## src/rtl/core_pkg.sv

```systemverilog
// Shared core types: fetch widths, reset PC and the queue entry layout.
package core_pkg;

  localparam int XLEN = 32;
  localparam int ILEN = 32;

  localparam logic [XLEN-1:0] RESET_PC_DEF = 32'h8000_0000;

  typedef struct packed {
    logic [XLEN-1:0] pc;
    logic [ILEN-1:0] instr;
  } fq_entry_t;

  // Fetch addresses are always word aligned.
  function automatic logic [XLEN-1:0] pc_align(input logic [XLEN-1:0] a);
    return {a[XLEN-1:2], 2'b00};
  endfunction

endpackage

```

## src/rtl/sync_fifo.sv

```systemverilog
// Single-clock FIFO with synchronous clear. Pointers carry one extra bit so
// that full and empty never alias. Storage is rounded up to a power of two,
// so DEPTH itself need not be one. Push while full is accepted only together
// with a pop.
module sync_fifo #(
  parameter int WIDTH = 32,
  parameter int DEPTH = 4,
  localparam int AW   = (DEPTH > 1) ? $clog2(DEPTH) : 1
) (
  input  logic             clk,
  input  logic             rst_n,
  input  logic             clr,
  input  logic             push,
  input  logic [WIDTH-1:0] wdata,
  input  logic             pop,
  output logic [WIDTH-1:0] rdata,
  output logic             full,
  output logic             empty,
  output logic [AW:0]      count
);

  localparam int SLOTS = 1 << AW;

  logic [WIDTH-1:0] mem [SLOTS];
  logic [AW:0]      wptr, rptr;
  logic             do_push, do_pop;

  assign count   = wptr - rptr;
  assign empty   = (wptr == rptr);
  assign full    = (count == (AW+1)'(DEPTH));
  assign do_push = push && (!full || pop);
  assign do_pop  = pop && !empty;
  assign rdata   = mem[rptr[AW-1:0]];

  // Pointer update; clear wins over any push or pop in the same cycle.
  always_ff @(posedge clk or negedge rst_n) begin
    if (!rst_n) begin
      wptr <= '0;
      rptr <= '0;
    end else if (clr) begin
      wptr <= '0;
      rptr <= '0;
    end else begin
      if (do_push) wptr <= wptr + 1'b1;
      if (do_pop)  rptr <= rptr + 1'b1;
    end
  end

  // Storage write; contents are don't-care until pushed.
  always_ff @(posedge clk) begin
    if (do_push && !clr) mem[wptr[AW-1:0]] <= wdata;
  end

endmodule

```

## src/rtl/fetch_queue.sv

```systemverilog
// Instruction fetch front end: issues word-aligned imem requests, tags them
// with their PC, and queues in-order responses for decode. Queue space is
// reserved at request time so responses never need backpressure. A redirect
// flushes the queue and discards every response still in flight.
// DEPTH must be a power of two >= 2; 1 <= MAX_OUTST <= DEPTH.
module fetch_queue
  import core_pkg::*;
#(
  parameter logic [31:0] RESET_PC  = RESET_PC_DEF,
  parameter int          DEPTH     = 4,
  parameter int          MAX_OUTST = 2
) (
  input  logic        clk,
  input  logic        rst_n,
  input  logic        redirect_valid,
  input  logic [31:0] redirect_pc,
  output logic        imem_req_valid,
  input  logic        imem_req_ready,
  output logic [31:0] imem_req_addr,
  input  logic        imem_rsp_valid,
  input  logic [31:0] imem_rsp_data,
  output logic        dec_valid,
  input  logic        dec_ready,
  output logic [31:0] dec_instr,
  output logic [31:0] dec_pc
);

  localparam int QCW = $clog2(DEPTH) + 1;
  localparam int TCW = ((MAX_OUTST > 1) ? $clog2(MAX_OUTST) : 1) + 1;

  logic [31:0]    fetch_pc;
  logic [TCW-1:0] drop_cnt;
  logic [TCW-1:0] outst;
  logic [QCW-1:0] q_count;
  logic           q_full, q_empty, tag_full, tag_empty;
  logic [31:0]    tag_pc;
  fq_entry_t      q_wdata, q_head;
  logic           req_fire, q_push, q_pop;
  logic [31:0]    occ_w, outst_w;

  assign occ_w   = 32'(q_count);
  assign outst_w = 32'(outst);

  // Reserved slots (queued + in flight) must leave room; gated by reset so
  // the port is quiet while rst_n is low.
  assign imem_req_valid = rst_n && !redirect_valid &&
                          ((occ_w + outst_w) < 32'(DEPTH)) &&
                          (outst_w < 32'(MAX_OUTST));
  assign imem_req_addr  = fetch_pc;
  assign req_fire       = imem_req_valid && imem_req_ready;

  // Responses during a redirect or while drops are pending never enter.
  assign q_push  = imem_rsp_valid && (drop_cnt == '0) && !redirect_valid;
  assign q_pop   = dec_valid && dec_ready && !redirect_valid;
  assign q_wdata = '{pc: tag_pc, instr: imem_rsp_data};

  assign dec_valid = !q_empty;
  assign dec_instr = dec_valid ? q_head.instr : '0;
  assign dec_pc    = dec_valid ? q_head.pc    : '0;

  // Request PCs in issue order; occupancy doubles as the outstanding count.
  sync_fifo #(.WIDTH(32), .DEPTH(MAX_OUTST)) u_tag (
    .clk   (clk),
    .rst_n (rst_n),
    .clr   (1'b0),
    .push  (req_fire),
    .wdata (fetch_pc),
    .pop   (imem_rsp_valid),
    .rdata (tag_pc),
    .full  (tag_full),
    .empty (tag_empty),
    .count (outst)
  );

  sync_fifo #(.WIDTH($bits(fq_entry_t)), .DEPTH(DEPTH)) u_iq (
    .clk   (clk),
    .rst_n (rst_n),
    .clr   (redirect_valid),
    .push  (q_push),
    .wdata (q_wdata),
    .pop   (q_pop),
    .rdata (q_head),
    .full  (q_full),
    .empty (q_empty),
    .count (q_count)
  );

  // Fetch PC: redirect target takes priority, else advance on acceptance.
  always_ff @(posedge clk or negedge rst_n) begin
    if (!rst_n)              fetch_pc <= RESET_PC;
    else if (redirect_valid) fetch_pc <= pc_align(redirect_pc);
    else if (req_fire)       fetch_pc <= fetch_pc + 32'd4;
  end

  // Drop counter: on redirect, everything still in flight after this cycle's
  // response (which is itself discarded) must be thrown away.
  always_ff @(posedge clk or negedge rst_n) begin
    if (!rst_n)
      drop_cnt <= '0;
    else if (redirect_valid)
      drop_cnt <= outst - TCW'(imem_rsp_valid);
    else if (imem_rsp_valid && (drop_cnt != '0))
      drop_cnt <= drop_cnt - 1'b1;
  end

  a_rsp_needs_outst: assert property (@(posedge clk) disable iff (!rst_n)
    imem_rsp_valid |-> !tag_empty);
  a_no_tag_overflow: assert property (@(posedge clk) disable iff (!rst_n)
    req_fire |-> !tag_full);
  a_no_q_overflow:   assert property (@(posedge clk) disable iff (!rst_n)
    q_push |-> (!q_full || q_pop));

endmodule

```

## config.mk

```make
export PLATFORM = sky130hd
export DESIGN_NAME = fetch_queue
export DESIGN_NICKNAME = d
export VERILOG_FILES = /design/src/rtl/core_pkg.sv /design/src/rtl/sync_fifo.sv /design/src/rtl/fetch_queue.sv
export SDC_FILE = /design/constraint.sdc
export NUM_CORES = 1
export LEC_CHECK = 0
export ABC_CLOCK_PERIOD_IN_PS = 10270
export CORE_ASPECT_RATIO = 0.8
export CORE_MARGIN = 10
export CORE_UTILIZATION = 60
export DETAILED_ROUTE_END_ITERATION = 12
export GPL_ROUTABILITY_DRIVEN = 0
export PLACE_DENSITY = 0.84
export SLEW_MARGIN = 15
export SYNTH_ARGS = -nofsm -noshare
export SYNTH_HDL_FRONTEND = slang
export SYNTH_SLANG_ARGS = --single-unit
export TNS_END_PERCENT = 20
```

## constraint.sdc

```tcl
create_clock -name clk -period 10.27 [get_ports clk]
set_input_delay 3.081 -clock clk [delete_from_list [all_inputs] [get_ports clk]]
set_output_delay 3.081 -clock clk [all_outputs]
set_load 0.01 [all_outputs]
```

# Word-level counts from Yosys, hierarchy flattened
# Memories as Yosys holds them, arrays and structs flattened.
# Cells that the tools add are included.
[classes] addsub=10 n_mul=0 n_div=0 n_lt_le_gt_ge=2 n_eq_ne=4 shifts=0 muxes=14 bitwise=0 n_reduce_logical=27
[op_table] cell="$mux W32" count=4
[op_table] cell="$add A32 B3 Y32 const B" count=1
[op_table] cell="$logic_and A1 B1 Y1" count=14
[op_table] cell="$mux W3" count=4
[op_table] cell="$reduce_bool A2 Y1" count=5
[op_table] cell="$add A3 B1 Y3 const B" count=2
[op_table] cell="$logic_not A1 Y1" count=5
[op_table] cell="$add A2 B1 Y2 const B" count=2
[op_table] cell="$add A3 B2 Y4" count=1
[op_table] cell="$lt A4 B3 Y1 const B" count=1
[op_table] cell="$mux W1" count=4
[op_table] cell="$mux W2" count=2
[op_table] cell="$eq A3 B3 Y1" count=1
[op_table] cell="$eq A3 B3 Y1 const B" count=1
[op_table] cell="$sub A3 B3 Y3" count=1
[op_table] cell="$eq A2 B2 Y1" count=1
[op_table] cell="$eq A2 B2 Y1 const B" count=1
[op_table] cell="$logic_not A2 Y1" count=1
[op_table] cell="$logic_or A1 B1 Y1" count=2
[op_table] cell="$lt A2 B2 Y1 const B" count=1
[op_table] cell="$sub A2 B1 Y2" count=1
[op_table] cell="$sub A2 B1 Y2 const B" count=1
[op_table] cell="$sub A2 B2 Y2" count=1
[totals] regBits=44 latchBits=0 ramBits=320 rom_bits=0 in_bits=70 out_inout_bits=98 word_cells=65 memories=2
[mem_list] memory="u_iq.mem" words=4 word_bits=64 read_ports=1 rd_clocked_by_memory_dff=0 wr=1 line="sync_fifo.sv:24" text="logic [WIDTH-1:0] mem [SLOTS];"
[mem_list] memory="u_tag.mem" words=2 word_bits=32 read_ports=1 rd_clocked_by_memory_dff=0 wr=1 line="sync_fifo.sv:24"

# Depth between registers and ports, before layout
# Gate-level depths: netlist of the first run.
[depth] depth_word=9 ltp_mapped=12 mapped_depth_nobuf=10

# Modules after synthesis
# A second synthesis of the first run with hierarchy kept.
[unflattened] cells_unflattened=825 hier_area_um2=14762.9
[modules_own_cells] module="sync_fifo at u_iq" n_inst=1 cells_per_inst=384 area_each_um2=9683.0 seq_area_each_um2=7837.5
[modules_own_cells] module="sync_fifo at u_tag" n_inst=1 cells_per_inst=135 area_each_um2=2597.5 seq_area_each_um2=2021.9
[modules_own_cells] module="fetch_queue" n_inst=1 cells_per_inst=306 area_each_um2=2482.4 seq_area_each_um2=802.0

# Worst setup path before layout of the first run
# Ideal clock, no wire load.
[synth_timing] kind="input port to output port" startpoint="input redirect_valid" endpoint="output imem_req_valid" arrival_time_ps=3996 required_ps=7189 setup_slack_ps=3193 stages=4 n_path_buf=3 path_cell_list="clkbuf_1 clkbuf_1 clkbuf_1 nor3_1"
[synth_via] elab_chain_cells=4
[synth_lines] element="start, declared" line="fetch_queue.sv:15" text="input logic redirect_valid,"
[synth_lines] element="$logic_not A1 Y1" line="fetch_queue.sv:46" text="assign imem_req_valid = rst_n && !redirect_valid &&"
[synth_lines] element="$logic_and A1 B1 Y1 (2 in series)" line="fetch_queue.sv:46"
[synth_lines] element="$logic_and A1 B1 Y1" line="fetch_queue.sv:47" text="((occ_w + outst_w) < 32'(DEPTH)) &&"
[synth_lines] element="end, declared" line="fetch_queue.sv:17" text="output logic imem_req_valid,"
# No other way between the ends.

# Worst setup path after layout of the first run
[layout_timing] startpoint="input rst_n" endpoint="output imem_req_valid"
[layout_via] elab_chain_cells=3
[layout_lines] element="start, declared" line="fetch_queue.sv:14" text="input logic rst_n,"
[layout_lines] element="$logic_and A1 B1 Y1 (2 in series)" line="fetch_queue.sv:46"
[layout_lines] element="$logic_and A1 B1 Y1" line="fetch_queue.sv:47"
# No other way between the ends.

==> impl_metrics.py, run 1 <==
metrics = {
    "status": {
        "run_status": "finished clean",
    },
    "clock_tree": {
        "cts_tree": "yes",
        "cts-htree-levels": 2,
        "cts.reportedPaths.clkPinSlew_ns": 0.06,
        "clock-root-buffer": "clkbuf_16",
        "cts_made_buffers": 35,
        "cts.repair.resized": 0,
        "post_cts_buffers": 0,
        "ctsLongestPathBuffers": 3,
        "worst_skew_pair.late_latency_ns": 0.50,
        "hold_buffer_count_at_cts": 0,
        "tritoncts_num_sinks": 350,
    },
    "setup_path": {
        "timing.reg2reg.worst_path_depth": 9,
        "critical_path.max_stage_delay_ns": 0.60,
        "setup.worst_path.class": "input port to primary output",
        "worstSetupEndpointType": "primary output",
        "worstPathMaxFanout": 44,
        "critical_path.startpoint_type": "input port",
        "cp_cell_sequence": "buf_2 > buf_4 > nand4b_1 > nor3_1 > clkdlybuf4s50_1",
        "cpLargestDelayFamily": "buffers and inverters",
        "timing.critical_path.slowest_stage_cell": "clkdlybuf4s50_1",
        "crit_required_ns": 7.19,
        "cp.depth": 5,
        "cp_num_buf_inv": 3,
        "worst_path_arrival_time_ns": 4.70,
    },
    "timing": {
        "setup-violations-final": 0,
        "tightest_slew_ns": 1.08,
        "skew_ns": 0.0114,
        "worst_hold_slack_ns": 0.561,
        "timing.final.crit_share_pct": 75.8,
        "fmax_mhz": 128,
        "final_max_slew_viol_count": 0,
        "max-slew-margin-rel_pct": 27.6,
        "rsz0062_at_grt": "false",
        "period_minus_slack_ns": 7.79,
        "hold_viol": 0,
        "totalNegativeSetupSlack_ns": 0,
    },
    "logic_synthesis": {
        "synth_warnings": 0,
        "postSynthRegisterBits": 350,
        "netlist_area_um2": 14200,
        "yosys_most_used_dff": "edfxtp_1",
        "synth_enable_flop_cells": 308,
        "synth_sequential_area_ratio_pct": 72.6,
        "count_of_mapped_cells_out_of_synthesis": 788,
        "post_synth.cell_area_avg_um2": 18.0,
        "asyncSetResetFlopFracSynth_pct": 12.0,
        "synth_cell_types": 58,
    },
    "finish": {
        "multiInputGateArea_um2": 3680,
        "num-nets-final": 1039,
        "instances_no_fill": 1291,
        "layout.area.seq_um2": 10300,
        "insertedDiodeCount": 0,
        "filler_cell_count": 1345,
        "final_layout_size_suffix_gt1_share_pct": 17.3,
        "area_growth_syn_to_layout_pct": 20.7,
    },
    "hold_path": {
        "hold_path.class": "flip-flop to flip-flop",
        "worstHoldPathCells": 0,
    },
    "place": {
        "hpwl_mm": 18.1,
        "portBuffers": 161,
        "placed_cells": 1231,
    },
    "global_routing": {
        "grt_antenna_before_repair": 1,
        "grt_first_pass_wirelength_mm": 46.8,
        "grt_start_max_net_pins": 65,
        "grt_overflow_total": 0,
        "via_count_of_the_first_global_routing_pass": 8080,
        "grt_usage_pct": 20.1,
    },
    "die": {
        "die_height_um": 158,
        "fp.coreArea_um2": 23300,
        "rows": 50,
        "io-pin-count": 168,
        "width_of_the_die_um": 192,
        "start_util_pct": 60.8,
        "die_area_um2": 30300,
    },
    "route": {
        "drc_errors": 0,
        "post_drt_via_cell_ratio": 6.10,
        "drt_wl_total_mm": 30.4,
        "detail-route-antenna-nets": 0,
        "first_iteration_detailed_routing_drc_count": 596,
        "wl_per_cell_um": 23.5,
        "detailroute.via_count": 7873,
        "drt_first_pass_iters": 5,
    },
    "pwr": {
        "powerDensity_nw_per_um2": 236,
        "vdd_drop_max_uv": 125,
        "leakage_uw": 0.00564,
    },
    "job": {
        "max_cap_violations": 0,
    },
}
[layout make-up]
class | instances | share of cell area [%]
inverters | 13 | 0.285
clock inverters | 10 | 0.278
flip-flops and latches | 350 | 60.2
clock buffers | 50 | 5.81
well taps | 312 | 2.28
repair buffers | 169 | 9.70
multi-input cells | 387 | 21.5
[cell usage after synthesis (8+ instances only)]
library cell,number,share of area (%)
edfxtp_1,308,65
and2_1,63,2.8
mux4_2,62,9.8
nand2_1,45,1.2
dfrtp_1,41,7.2
mux2_2,31,2.5
clkbuf_1,21,0.56
o21ai_0,19,0.67
nand3_1,18,0.63
nor2_1,14,0.37
inv_1,13,0.34
ha_1,12,1.1
nand4_1,11,0.48
xor2_1,11,0.68
buf_2,9,0.32
xnor2_1,9,0.56
a21oi_1,8,0.28
and3_1,8,0.35
[stage by stage]
stage	setup slack (ns)	utilization [%]	cell area (um^2)	power [uW]
after detailed placement	2.45	68.9	16100	2920
final	2.48	73.4	17100	4050
after CTS	2.42	73.4	17100	4090
after global routing	2.29	73.4	17100	4220
after global placement	2.50	68.9	16100	2880
after floorplan	3.19	-	14200	2430
[state kept, by name, indices dropped and copies added, names as in the netlist]
signal / cells
u_tag.wptr: 2
u_iq.mem: 248
u_iq.wptr: 3
u_tag.rptr: 2
drop_cnt: 2
u_iq.rptr: 3
u_tag.mem: 60
imem_req_addr: 30
[placed cells by master (no fill, tap or decap), types with 3 or more instances in the layout]
cell type        instances
a21o_1                   4
a21oi_1                  8
a221o_1                  4
a31oi_1                  4
and2_1                  63
and3_1                   4
and3_4                   4
buf_4                    8
clkbuf_1                11
clkbuf_16               37
clkdlybuf4s50_1        159
clkinv_1                 5
clkinv_2                 4
conb_1                   4
dfrtp_1                 39
edfxtp_1               308
ha_1                    12
inv_1                   13
mux2_2                  31
mux4_2                  62
nand2_1                 45
nand3_1                 17
nand4_1                 11
nand4b_1                 3
nor2_1                  13
nor3_1                   5
nor3_2                   5
o211ai_1                 3
o21ai_0                 19
o21ai_1                  6
o311ai_0                 5
xnor2_1                  9
xor2_1                  11
[cells by family after synthesis]
group                      Yosys count  share of synthesized area, %
AOI/OAI and AO/OA                   66                          3.07
xor gates and xnor gates            22                          1.58
adders and majority gates           13                          1.20
buffers and inverters               54                          1.81
DFF                                350                          72.6
muxes                               95                          12.4
other                                1                        0.0264
and+or+nand+nor                    187                          7.32
[worst register-to-register path, delay by kind of cell, from the launching register on]
kind                     cells  cell delay, ns
AO/OA/AOI/OAI                2            0.54
adder cells (fa/ha/maj)      3            0.93
buffers and inverters        1            0.04
flip-flops                   1            0.68
AND/OR/NAND/NOR              3            1.71
[layer usage]
layer	wire [um]	vias to the layer above	part of all wire, %	track usage (%)
li1	-	3425	-	-
met1	12600	4022	41	27.7
met2	14600	363	48	31.9
met3	2430	61	8.0	4.24
met4	719	2	2.4	6.19
met5	12	-	0.039	0
[path summary, 6_finish.rpt]
path                                          startpoint                             to  slack [ns]
max                                                rst_n                 imem_req_valid        2.48
min                        imem_req_addr[10]$_DFFE_PN0P_     u_tag.mem[1][10]$_DFFE_PP_        0.56
max reg2reg                     u_iq.rptr[0]$_DFFE_PN0P_  imem_req_addr[24]$_DFFE_PN0P_        6.26
min reg2reg                imem_req_addr[10]$_DFFE_PN0P_     u_tag.mem[1][10]$_DFFE_PP_        0.56
max in group asynchronous                          rst_n       u_iq.rptr[0]$_DFFE_PN0P_        7.16
min in group asynchronous                          rst_n  imem_req_addr[30]$_DFFE_PN0P_        2.66
[power by group]
part	switching [uW]	leakage, uW	internal [uW]
clock network	494	0.000511	673
registers	85.8	0.00329	1700
logic	535	0.00183	560
total	1110	0.00564	2940
Power figures use the tool's default switching activity.
==> run 2: changes to the inputs <==
--- a/config.mk
+++ b/config.mk
@@ -5,13 +5,13 @@
 export SDC_FILE = /design/constraint.sdc
 export NUM_CORES = 1
 export LEC_CHECK = 0
-export ABC_CLOCK_PERIOD_IN_PS = 10270
+export ABC_CLOCK_PERIOD_IN_PS = 7810
 export CORE_ASPECT_RATIO = 0.8
 export CORE_MARGIN = 10
-export CORE_UTILIZATION = 60
+export CORE_UTILIZATION = 56
 export DETAILED_ROUTE_END_ITERATION = 12
 export GPL_ROUTABILITY_DRIVEN = 0
-export PLACE_DENSITY = 0.84
+export PLACE_DENSITY = 0.79
 export SLEW_MARGIN = 15
 export SYNTH_ARGS = -nofsm -noshare
 export SYNTH_HDL_FRONTEND = slang
==> constraint.sdc (replaced) <==
create_clock -name clk -period 7.81 [get_ports clk]
set_input_delay 2.343 -clock clk [delete_from_list [all_inputs] [get_ports clk]]
set_output_delay 2.343 -clock clk [all_outputs]
set_load 0.01 [all_outputs]
==> run 2 against run 1 <==
Clock power up 37%. Register-to-register slack worse by 2.4 ns. Combinational power up 29%. Critical path type unchanged. Total power up 33%. Highest routed layer is now met4.
==> impl_metrics.py, run 2 (synthesis results as in run 1) <==
metrics = {
    "route": {
        "first_iteration_detailed_routing_drc_count": 468,
        "drc_errors": 0,
        "drt_wl_total_mm": 29.8,
        "detailroute.via_count": 7548,
        "detail-route-antenna-nets": 0,
        "wl_per_cell_um": 22.8,
        "post_drt_via_cell_ratio": 5.79,
        "drt_first_pass_iters": 5,
    },
    "clock_tree": {
        "cts_made_buffers": 34,
        "post_cts_buffers": 0,
        "cts_tree": "yes",
        "cts-htree-levels": 2,
        "cts.reportedPaths.clkPinSlew_ns": 0.06,
        "ctsLongestPathBuffers": 3,
        "clock-root-buffer": "clkbuf_16",
        "cts.repair.resized": 0,
        "hold_buffer_count_at_cts": 0,
        "worst_skew_pair.late_latency_ns": 0.51,
        "tritoncts_num_sinks": 350,
    },
    "place": {
        "placed_cells": 1242,
        "portBuffers": 161,
        "postPlaceCellArea_um2": 16100,
        "hpwl_mm": 17.7,
    },
    "global_routing": {
        "grt_start_max_net_pins": 65,
        "via_count_of_the_first_global_routing_pass": 8007,
        "grt_antenna_before_repair": 1,
        "grt_first_pass_wirelength_mm": 46.8,
        "grt_overflow_total": 0,
        "grt_usage_pct": 18.7,
    },
    "finish": {
        "num-nets-final": 1037,
        "area_growth_syn_to_layout_pct": 21.2,
        "finalInstanceArea_um2": 17200,
        "mostFrequentLayoutCell": "edfxtp_1",
        "final_layout_size_suffix_gt1_share_pct": 17.3,
        "layout.cells.most_common_list": "edfxtp_1, clkdlybuf4s50_1, and2_1, mux4_2, nand2_1",
        "insertedDiodeCount": 0,
        "number_of_flip_flops_in_the_largest_register": 248,
        "instances_no_fill": 1303,
        "utilization_pct": 68.5,
    },
    "timing": {
        "timing.final.crit_share_pct": 78.4,
        "setup-violations-final": 0,
        "fmax_mhz": 163,
        "skew_ns": 0.0197,
        "totalNegativeSetupSlack_ns": 0,
        "rsz0062_at_grt": "false",
        "period_minus_slack_ns": 6.12,
        "final_max_slew_viol_count": 0,
        "max-slew-margin-rel_pct": 29.1,
        "tightest_slew_ns": 1.06,
        "hold_viol": 0,
    },
    "job": {
        "max_cap_violations": 0,
    },
    "die": {
        "start_util_pct": 56.5,
        "rows": 52,
        "fp.coreArea_um2": 25100,
        "width_of_the_die_um": 198,
        "die_height_um": 162,
        "io-pin-count": 168,
        "die_area_um2": 32200,
    },
    "status": {
        "run_status": "finished clean",
    },
    "pwr": {
        "clkPwrFrac_pct": 29.7,
        "power.switching_uw": 1450,
        "share_seq_of_total_power_pct": 43.8,
        "leakage_uw": 0.00565,
        "p_comb_share_pct": 26.5,
        "intPower_uw": 3920,
        "vdd_drop_max_uv": 208,
        "swShare_pct": 26.9,
        "powerDensity_nw_per_um2": 312,
    },
    "setup_path": {
        "crit_required_ns": 5.47,
        "critical_path.startpoint_type": "input port",
        "worstSetupEndpointType": "primary output",
        "worst_path_arrival_time_ns": 3.78,
        "worstPathMaxFanout": 52,
        "setup.worst_path.class": "input port to primary output",
    },
    "hold_path": {
        "hold_path.class": "flip-flop to flip-flop",
    },
}
-- run 2: changes by cell type in the layout (fill, tap and decap cells not counted), sizes merged --
cell	previous run	this run
clkbuf	50	53
clkinvlp	0	1
inv	14	13
buf	10	9
bufinv	0	1
clkinv	9	6
-- run 2: power by group through the flow --
stage	Combinational (uW)	Clock [uW]	Sequential [uW]
finish	1420	1600	2350
floorplan	846	0	2350
global route	1550	1700	2370
CTS	1450	1630	2350
detailed placement	1440	0	2390
global placement	1410	0	2380
-- run 2: cell type report --
class / count / area (um^2)
Sequential cell: 350 / 10300
Fill cell: 1658 / 7920
Multi-Input combinational cell: 387 / 3680
Timing Repair Buffer: 168 / 1650
Clock buffer: 53 / 1040
Tap cell: 324 / 405
Clock inverter: 8 / 62.6
Inverter: 13 / 48.8
-- run 2: worst max-delay path, cell delays in order --
cell and delay (ns):
buf_2 0.72, nor3_1 0.17, clkdlybuf4s50_1 0.54
-- run 2: routing by layer --
| metal | up-vias | routed length, um | track usage [%] | share of wire [%] |
|---|---|---|---|---|
| li1 | 3418 | - | - | - |
| met1 | 3873 | 13000 | 25.8 | 44 |
| met2 | 226 | 14400 | 29.9 | 49 |
| met3 | 31 | 1920 | 4.69 | 6.5 |
| met4 | 0 | 359 | 3.66 | 1.2 |
| met5 | - | 0 | 0 | 0 |
-- run 2: per-stage QoR --
| step | power (uW) | setup WS, ns | hold WS (ns) |
|---|---|---|---|
| finish | 5370 | 1.69 | 0.542 |
| global route | 5620 | 1.60 | 0.571 |
| CTS | 5430 | 1.71 | 0.546 |
| detailed placement | 3830 | 1.69 | 0.536 |
| global placement | 3790 | 1.71 | 0.514 |
| floorplan | 3190 | 2.21 | 0.493 |
-- run 2: final timing paths --
kind / from / end / slack [ns] / cells past startpoint
min in group asynchronous: rst_n / imem_req_addr[28]$_DFFE_PN0P_ / 1.96 / 2
setup / recovery: redirect_valid / imem_req_valid / 1.69 / 3
hold / removal: u_iq.wptr[2]$_DFFE_PN0P_ / u_iq.wptr[2]$_DFFE_PN0P_ / 0.54 / 1
max in group asynchronous: rst_n / u_iq.rptr[0]$_DFFE_PN0P_ / 5.39 / 2
setup reg to reg: u_iq.rptr[0]$_DFFE_PN0P_ / imem_req_addr[27]$_DFFE_PN0P_ / 3.88 / 9
hold reg to reg: u_iq.wptr[2]$_DFFE_PN0P_ / u_iq.wptr[2]$_DFFE_PN0P_ / 0.54 / 1
==> run 3: changes to the inputs <==
--- a/config.mk
+++ b/config.mk
@@ -5,13 +5,13 @@
 export SDC_FILE = /design/constraint.sdc
 export NUM_CORES = 1
 export LEC_CHECK = 0
-export ABC_CLOCK_PERIOD_IN_PS = 7810
+export ABC_CLOCK_PERIOD_IN_PS = 5250
 export CORE_ASPECT_RATIO = 0.8
 export CORE_MARGIN = 10
-export CORE_UTILIZATION = 56
+export CORE_UTILIZATION = 50
 export DETAILED_ROUTE_END_ITERATION = 12
 export GPL_ROUTABILITY_DRIVEN = 0
-export PLACE_DENSITY = 0.79
+export PLACE_DENSITY = 0.74
 export SLEW_MARGIN = 15
 export SYNTH_ARGS = -nofsm -noshare
 export SYNTH_HDL_FRONTEND = slang
==> constraint.sdc (replaced) <==
create_clock -name clk -period 5.25 [get_ports clk]
set_input_delay 1.575 -clock clk [delete_from_list [all_inputs] [get_ports clk]]
set_output_delay 1.575 -clock clk [all_outputs]
set_load 0.01 [all_outputs]
==> run 3 against run 2 <==
Critical path depth increased by 5. Combinational power increased by 53%. Die area increased by 11%. Setup slack got worse by 1.3 ns. Clock skew increased by 0.0049 ns. Routed wire length increased by 2.3%. Total power increased by 55%. Flip-flop and latch count unchanged. Sequential share of layout area decreased by 1.1 points. Final cell count increased by 4.6%. First-iteration DRC count increased by 27%. Critical endpoint unchanged. Highest routed layer unchanged.
==> impl_metrics.py, run 3 (synthesis results as in run 1) <==
metrics = {
    "finish": {
        "number_of_flip_flops_in_the_largest_register": 248,
        "layout.cells.most_common_list": "edfxtp_1, clkdlybuf4s50_1, and2_1, mux4_2, nand2_1",
        "area_growth_syn_to_layout_pct": 23.5,
        "mostFrequentLayoutCell": "edfxtp_1",
        "num-nets-final": 1048,
        "final_layout_size_suffix_gt1_share_pct": 18.6,
        "insertedDiodeCount": 0,
    },
    "timing": {
        "rsz0062_at_grt": "false",
        "totalNegativeSetupSlack_ns": 0,
        "max-slew-margin-rel_pct": 34.3,
        "final_max_slew_viol_count": 0,
        "worst_hold_slack_ns": 0.534,
        "skew_ns": 0.0246,
        "fmax_mhz": 204,
        "tightest_slew_ns": 0.986,
        "setup-violations-final": 0,
        "timing.final.crit_share_pct": 93.2,
        "hold_viol": 0,
        "period_minus_slack_ns": 4.89,
    },
    "clock_tree": {
        "cts.repair.resized": 0,
        "cts.reportedPaths.clkPinSlew_ns": 0.06,
        "cts_tree": "yes",
        "post_cts_buffers": 0,
        "clock-root-buffer": "clkbuf_16",
        "tritoncts_num_sinks": 350,
        "worst_skew_pair.late_latency_ns": 0.52,
        "cts-htree-levels": 2,
        "cts_made_buffers": 36,
        "hold_buffer_count_at_cts": 0,
        "ctsLongestPathBuffers": 3,
    },
    "setup_path": {
        "reg2reg_to": "imem_req_addr[14]$_DFFE_PN0P_",
        "crit-reg2reg-launch": "u_iq.rptr[0]$_DFFE_PN0P_",
        "worst_path_arrival_time_ns": 3.32,
        "timing.reg2reg.worst_path_depth": 9,
        "reg2reg_slack_ns": 1.64,
        "crit_required_ns": 3.68,
        "worstPathMaxFanout": 13,
        "worstSetupEndpointType": "primary output",
        "critical_path.startpoint_type": "flip-flop",
        "setup.worst_path.class": "flip-flop to primary output",
    },
    "place": {
        "hpwl_mm": 18.9,
        "portBuffers": 161,
    },
    "hold_path": {
        "hp-start": "u_iq.wptr[2]$_DFFE_PN0P_",
        "hold_path.class": "flip-flop to flip-flop",
        "worstHoldPathCells": 1,
        "hold_path_end": "u_iq.wptr[2]$_DFFE_PN0P_",
    },
    "global_routing": {
        "grt_overflow_total": 0,
        "grt_start_max_net_pins": 65,
        "grt_antenna_before_repair": 0,
        "grt_usage_pct": 17.0,
        "grt_first_pass_wirelength_mm": 47.7,
        "via_count_of_the_first_global_routing_pass": 8094,
    },
    "die": {
        "die_area_um2": 35600,
        "rows": 55,
        "io-pin-count": 168,
        "die_height_um": 171,
        "width_of_the_die_um": 208,
        "start_util_pct": 50.4,
        "fp.coreArea_um2": 28100,
    },
    "route": {
        "drt_wl_total_mm": 30.4,
        "drc_errors": 0,
        "post_drt_via_cell_ratio": 5.65,
        "drt_first_pass_iters": 5,
        "detail-route-antenna-nets": 0,
        "first_iteration_detailed_routing_drc_count": 593,
        "detailroute.via_count": 7701,
        "wl_per_cell_um": 22.3,
    },
    "pwr": {
        "report.power.total_uw": 8300,
        "vdd_drop_max_uv": 208,
        "powerDensity_nw_per_um2": 473,
        "leakage_uw": 0.00578,
    },
    "status": {
        "run_status": "finished clean",
    },
    "job": {
        "max_cap_violations": 0,
    },
}
==> run 3: worst max-delay path: stages, from the launching register on <==
cell	delay, ns
dfrtp_4	0.59
ha_1	0.24
inv_1	0.06
fa_1	0.45
ha_1	0.29
or3b_2	0.49
nand4b_1	0.12
nor3_1	0.06
clkdlybuf4s50_1	0.49
==> run 3: per-stage QoR <==
step	area, um^2	cells	utilization [%]	setup WS, ns
2_1_floorplan	14200	791	-	0.974
3_3_place_gp	16300	1297	57.9	0.902
3_5_place_dp	16300	1297	57.9	0.899
4_1_cts	17500	1363	62.3	0.321
5_1_grt	17500	1363	62.3	0.234
6_report	17500	1363	62.3	0.359
==> run 3: worst max path at each step <==
| stage | slack, ns | startpoint | to | cells after the start |
|---|---|---|---|---|
| detailed placement | 0.90 | u_iq.rptr[0]$_DFFE_PN0P_ | imem_req_valid | 8 |
| finish | 0.36 | u_iq.rptr[0]$_DFFE_PN0P_ | imem_req_valid | 8 |
| global route | 0.23 | u_iq.rptr[0]$_DFFE_PN0P_ | imem_req_valid | 8 |
| global placement | 0.90 | u_iq.rptr[0]$_DFFE_PN0P_ | imem_req_valid | 8 |
| floorplan | 0.97 | u_iq.rptr[1]$_DFFE_PN0P_ | u_tag.mem[0][10]$_DFFE_PP_ | 10 |
| CTS | 0.32 | u_iq.rptr[0]$_DFFE_PN0P_ | imem_req_valid | 8 |
==> run 3: area by class of cell <==
type                    instances  area (um^2)
inverters                      13         48.8
multi-input cells             387         3680
well taps                     370          463
clock buffers                  49         1000
clock inverters                17          239
fillers                      2049        10600
flip-flops and latches        350        10300
repair buffers                177         1780
==> run 3: per-layer routing <==
layer | GRT usage (%) | part of all wire [%]
met4 | 4.12 | 1.4
met3 | 3.83 | 6.9
met2 | 27.5 | 48
met1 | 23.1 | 44
met5 | 0 | 0
==> run 3: where the power goes <==
group          internal, uW  leakage (uW)  switching (uW)
combinational          1120       0.00189            1050
sequential             3330       0.00329             153
clock                  1640      0.000602            1010
